<file path="config.mk">
export PLATFORM = sky130hd
export DESIGN_NAME = stream_mux_n_flat
export DESIGN_NICKNAME = d
export VERILOG_FILES = /design/src/rtl/stream_mux_n_if.sv /design/src/rtl/stream_mux_n.sv /design/src/flat_wrapper.sv
export SDC_FILE = /design/constraint.sdc
export NUM_CORES = 1
export LEC_CHECK = 0
export BUFFER_PORTS_ARGS = -buffer_cell sky130_fd_sc_hd__buf_2
export CAP_MARGIN = 20
export CELL_PAD_IN_SITES_DETAIL_PLACEMENT = 1
export CELL_PAD_IN_SITES_GLOBAL_PLACEMENT = 2
export CORE_UTILIZATION = 18
export DETAILED_ROUTE_END_ITERATION = 10
export PLACE_DENSITY = 0.83
export SETUP_SLACK_MARGIN = 0.05
export SKIP_LAST_GASP = 1
export SYNTH_ARGS = -nofsm -noshare
export SYNTH_HDL_FRONTEND = slang
export SYNTH_SLANG_ARGS = --single-unit
</file>
<file path="constraint.sdc">
create_clock -name clk -period 1.72 [get_ports clk]
set_input_delay 0.516 -clock clk [delete_from_list [all_inputs] [get_ports clk]]
set_output_delay 0.516 -clock clk [all_outputs]
set_load 0.005 [all_outputs]
</file>
<file path="src/rtl/stream_mux_n_if.sv">
`default_nettype none
// +--------------------------------------------------------------------------+
// | stream_mux_n_if : handshake bundle between producers, mux and consumer    |
// | Rev 1.0                                                                   |
// +--------------------------------------------------------------------------+
interface stream_mux_n_if #(
  parameter int WIDTH    = 4,
  parameter int CHANNELS = 2
);
  localparam int SEL_W = $clog2(CHANNELS);

  logic [CHANNELS*WIDTH-1:0] in_data;
  logic [CHANNELS-1:0]       in_valid;
  logic [CHANNELS-1:0]       in_ready;
  logic [SEL_W-1:0]          sel;
  logic                      mode;
  logic [WIDTH-1:0]          out_data;
  logic [SEL_W-1:0]          out_chan;
  logic                      out_valid;
  logic                      out_ready;

  modport master (
    output in_data, in_valid, sel, mode, out_ready,
    input  in_ready, out_data, out_chan, out_valid
  );

  modport slave (
    input  in_data, in_valid, sel, mode, out_ready,
    output in_ready, out_data, out_chan, out_valid
  );
endinterface
`default_nettype wire

</file>
<file path="src/rtl/stream_mux_n.sv">
`default_nettype none
// +--------------------------------------------------------------------------+
// | stream_mux_n : N-channel valid/ready mux with one-entry registered output |
// | Round-robin select compiled in with STREAM_MUX_RR_EN.  Rev 1.0            |
// +--------------------------------------------------------------------------+
module stream_mux_n #(
  parameter int WIDTH    = 4,
  parameter int CHANNELS = 2
) (
  input  wire logic      clk,
  input  wire logic      rst_n,
  stream_mux_n_if.slave  mux_io
);
  localparam int SEL_W = $clog2(CHANNELS);

  typedef enum logic [0:0] {
    ST_EMPTY = 1'b0,
    ST_FULL  = 1'b1
  } state_t;

  state_t            state_q;
  logic [WIDTH-1:0]  data_q;
  logic [SEL_W-1:0]  chan_q;
  logic [SEL_W-1:0]  ptr_q;

  logic              load_en;
  logic              rr_mode;
  logic              exp_vld;
  logic [SEL_W-1:0]  exp_idx;
  logic              rr_vld;
  logic [SEL_W-1:0]  rr_idx;
  logic [SEL_W-1:0]  rr_pos;
  logic              gnt_vld;
  logic [SEL_W-1:0]  gnt_idx;
  logic [WIDTH-1:0]  gnt_data;
  logic              xfer;
  logic [CHANNELS-1:0] ready;

  assign load_en = (state_q == ST_EMPTY) | mux_io.out_ready;

`ifdef STREAM_MUX_RR_EN
  assign rr_mode = mux_io.mode;
`else
  // Without the arbiter the mode input is accepted but never selects it.
  assign rr_mode = mux_io.mode & 1'b0;
`endif

  // Out-of-range select values never match a channel, so they never grant.
  always_comb begin
    exp_vld = 1'b0;
    exp_idx = '0;
    for (int i = 0; i < CHANNELS; i++) begin
      if ((mux_io.sel == SEL_W'(i)) && mux_io.in_valid[i]) begin
        exp_vld = 1'b1;
        exp_idx = SEL_W'(i);
      end
    end
  end

  // Scan from ptr+CHANNELS down to ptr+1 so the nearest valid channel wins.
  always_comb begin
    rr_vld = 1'b0;
    rr_idx = '0;
    rr_pos = '0;
    for (int k = CHANNELS; k >= 1; k--) begin
      rr_pos = SEL_W'((int'(ptr_q) + k) % CHANNELS);
      if (mux_io.in_valid[rr_pos]) begin
        rr_vld = 1'b1;
        rr_idx = rr_pos;
      end
    end
  end

  assign gnt_vld = rr_mode ? rr_vld : exp_vld;
  assign gnt_idx = rr_mode ? rr_idx : exp_idx;
  assign xfer    = rst_n & load_en & gnt_vld;

  always_comb begin
    gnt_data = '0;
    ready    = '0;
    for (int i = 0; i < CHANNELS; i++) begin
      if (gnt_idx == SEL_W'(i)) begin
        gnt_data = mux_io.in_data[i*WIDTH +: WIDTH];
        ready[i] = xfer;
      end
    end
  end

  always_ff @(posedge clk) begin
    if (!rst_n) begin
      state_q <= ST_EMPTY;
      data_q  <= '0;
      chan_q  <= '0;
      ptr_q   <= SEL_W'(CHANNELS - 1);
    end else if (xfer) begin
      state_q <= ST_FULL;
      data_q  <= gnt_data;
      chan_q  <= gnt_idx;
      ptr_q   <= gnt_idx;
    end else if (mux_io.out_ready) begin
      state_q <= ST_EMPTY;
    end
  end

  assign mux_io.in_ready  = ready;
  assign mux_io.out_data  = data_q;
  assign mux_io.out_chan  = chan_q;
  assign mux_io.out_valid = (state_q == ST_FULL);

endmodule
`default_nettype wire
</file>
<file path="src/flat_wrapper.sv">
// flat-port wrapper written by rule: the top's interface ports become plain ports
module stream_mux_n_flat 
#(
  parameter int WIDTH    = 4,
  parameter int CHANNELS = 2
)
  (clk, rst_n, mux_io_in_data, mux_io_in_valid, mux_io_sel, mux_io_mode, mux_io_out_ready, mux_io_in_ready, mux_io_out_data, mux_io_out_chan, mux_io_out_valid);
  stream_mux_n_if #(.WIDTH(WIDTH), .CHANNELS(CHANNELS)) mux_io_i ();
  input  wire logic clk;
  input  wire logic rst_n;
  input wire logic [$bits(mux_io_i.in_data)-1:0] mux_io_in_data;
  input wire logic [$bits(mux_io_i.in_valid)-1:0] mux_io_in_valid;
  input wire logic [$bits(mux_io_i.sel)-1:0] mux_io_sel;
  input wire logic [$bits(mux_io_i.mode)-1:0] mux_io_mode;
  input wire logic [$bits(mux_io_i.out_ready)-1:0] mux_io_out_ready;
  output wire logic [$bits(mux_io_i.in_ready)-1:0] mux_io_in_ready;
  output wire logic [$bits(mux_io_i.out_data)-1:0] mux_io_out_data;
  output wire logic [$bits(mux_io_i.out_chan)-1:0] mux_io_out_chan;
  output wire logic [$bits(mux_io_i.out_valid)-1:0] mux_io_out_valid;
  assign mux_io_i.in_data = mux_io_in_data;
  assign mux_io_i.in_valid = mux_io_in_valid;
  assign mux_io_i.sel = mux_io_sel;
  assign mux_io_i.mode = mux_io_mode;
  assign mux_io_i.out_ready = mux_io_out_ready;
  assign mux_io_in_ready = mux_io_i.in_ready;
  assign mux_io_out_data = mux_io_i.out_data;
  assign mux_io_out_chan = mux_io_i.out_chan;
  assign mux_io_out_valid = mux_io_i.out_valid;
  stream_mux_n #(.WIDTH(WIDTH), .CHANNELS(CHANNELS)) u_core (.clk(clk), .rst_n(rst_n), .mux_io(mux_io_i));
endmodule
</file>
==> run_results.csv <==
group,metric,value,unit
outcome,status,"completed",
setup_path,slowest_stage,"or2b_4",
cells_and_area,diodes,0,
pwr,total_power,371,uW
logic_synthesis,ys_warn_count,0,
logic_synthesis,ys_ff_latch,6,
pwr,p_leak,0.246,nW
setup_path,end_kind,"primary output",
placed_design,routabilityCongestion,0.709,
grt,grt_max_degree,9,
detailed_routing,dr.pass1.iters,2,
grt,grt_first_pass_wirelength,1480,microns
cells_and_area,drive_gt1_frac,0.508,
floorplanning,ios,23,
cells_and_area,syn_to_final_growth,58.0,%
grt,grt-ovfl-total,0,
detailed_routing,vias,363,
floorplanning,chipHeight,43.1,microns
pwr,power.density,772,mW/mm^2
run,drv_cap,0,
timing,period_needed,1.63,ns
detailed_routing,wl_per_cell,12.3,microns
clock_tree,cts_made_buffers,3,
setup_path,critPathArrivalTime,1.12,ns
timing,fin_setup_tns,0,ns
cells_and_area,nNetsFinal,80,
timing,period_share,0.948,
logic_synthesis,yosysMostFrequentCell,"nand2_1",
logic_synthesis,synth_fp_nets,51,
timing,whs,0.494,ns
floorplanning,fp-row-count,14,
clock_tree,cts_tree,"yes",
grt,grt_pass1_vias,342,
min_path,min_path_type,"reg2reg",
logic_synthesis,synth-async-reset-ratio,0,
clock_tree,clock_latency,0.24,ns
timing,relSlewSlack,0.764,
logic_synthesis,synth_top_flop_cell,"dfxtp_1",
logic_synthesis,syn_area,304,sq um
detailed_routing,detail_route.iter0.violations,1,
grt,antenna_found_initial,0,
setup_path,slowest_delay,0.25,ns
logic_synthesis,synth.distinct_cells,14,
logic_synthesis,seq_area_frac_synth,0.395,
clock_tree,clock-sinks,6,
detailed_routing,wl,975,microns
timing,setup_viol,0,
timing,slew_viol_final,0,
logic_synthesis,netlist_top_cells_area,"dfxtp_1 (40%), a311oi_1 (12%), nand2_1 (8.6%), nor2_1 (7.4%), nand3_1 (6.6%)",
placed_design,post-dp-hpwl,742,microns
setup_path,worstPathCellList,"buf_2 -> or2b_4 -> nand2_2 -> nor3b_2 -> buf_2",
placed_design,io_buffer_count,21,
clock_tree,cts_root_buf,"clkbuf_4",
cells_and_area,register_area,120,sq um
clock_tree,htree_levels,1,
logic_synthesis,synth_top_cell_area_share,0.395,
timing,rsz0062_at_grt,"no",
setup_path,cp-start-kind,"primary input",
logic_synthesis,synth_common_cells,"nand2_1 (7), dfxtp_1 (6), nor2_1 (6)",
timing,fmax,613,MHz
floorplanning,initial_utilization,0.197,
floorplanning,core_area,0.00154,sq mm
timing,tightest_slew,0.344,ns
setup_path,critPathKind,"in2out",
detailed_routing,drc,0,
cells_and_area,fillers,196,
logic_synthesis,synth-edff-count,0,
setup_path,cp_max_fo,2,
floorplanning,die_w,43.1,microns
setup_path,cp_common_cell,"buf_2",
detailed_routing,postRouteAntennaNets,0,
cells_and_area,multiInputGateArea,179,sq um
timing,fin_skew,0.000121,ns
timing,hold_violations,0,
clock_tree,path_clk_slew,0.05,ns
floorplanning,die_area,0.00186,sq mm
detailed_routing,viasPerCell,4.59,
setup_path,crit_required,1.20,ns
pwr,peakVddDrop,0.273,mV
clock_tree,clockBufferDepth,2,
grt,globalRouteTotalUtil,0.117,
logic_synthesis,synthCells,36,
logic_synthesis,synth_top_cell_by_area,"dfxtp_1",
logic_synthesis,synth_area_per_cell,8.45,sq um
metrics by stage:
step                utilization  setup WS, ns  cells  area [sq um]
CTS                       0.308        0.0937     79           475
detailed placement        0.291        0.0148     76           448
global placement          0.291        0.0218     76           448
global route              0.312        0.0536     79           480
finish                    0.312        0.0888     79           480
floorplan                     -         0.237     36           304
final timing paths:
kind	start	end	slack [ns]	depth (start not counted)
max	mux_io_out_ready	mux_io_in_ready[0]	0.09	5
max reg2reg	u_core.mux_io.out_valid	u_core.mux_io.out_data[0]	0.29	5
min	u_core.mux_io.out_data[1]	u_core.mux_io.out_data[1]	0.49	2
min reg2reg	u_core.mux_io.out_data[1]	u_core.mux_io.out_data[1]	0.49	2
layout make-up:
type | instances | area share
inverter | 1 | 0.00781
sequential | 6 | 0.250
tap | 16 | 0.0417
multi-input combinational | 28 | 0.372
clock buffer | 3 | 0.0469
timing repair buffer | 25 | 0.281
metal layers:
metal,part of all wire,vias up,track usage
li1,-,186,-
met1,0.44,164,0.126
met2,0.51,11,0.176
met3,0.039,2,0.0638
met4,0.012,0,0.0727
met5,0,-,0
flip-flops by register name (all words and copies together) (netlist names):
name,flops
u_core.mux_io.out_chan,1
u_core.mux_io.out_valid,1
u_core.mux_io.out_data,4
critical path: cells and delay by family:
family	cells	cell delay [ns]
buf+inv	2	0.22
simple gates	3	0.37
repair_timing:
action	in CTS	in global routing
hold endpoints to repair	0	0
setup endpoints to repair	2	1
hold buffers	0	0
buffers inserted	0	0
gates resized for setup	2	1
pin swaps	0	0
kinds of logic after synthesis:
family / synth area share
flops: 0.395
compound gates: 0.181
mux: 0.0329
buf+inv: 0.0494
simple gates: 0.342
power breakdown:
| group | total, mW | internal, mW | switching, mW |
|---|---|---|---|
| registers | 0.156 | 0.151 | 0.00511 |
| clock network | 0.130 | 0.0789 | 0.0509 |
| logic | 0.0854 | 0.0441 | 0.0413 |
| total | 0.371 | 0.274 | 0.0973 |
placed cells by master, fill, tap and decap left out, drive strengths merged:
cell type  instances
a21o               1
a21oi              1
a22oi              1
a311oi             4
buf               25
clkbuf             3
dfxtp              6
inv                1
mux2i              1
nand2              7
nand3              4
nor2               6
nor3b              2
or2b               1
(Power assumes the default switching activity.)
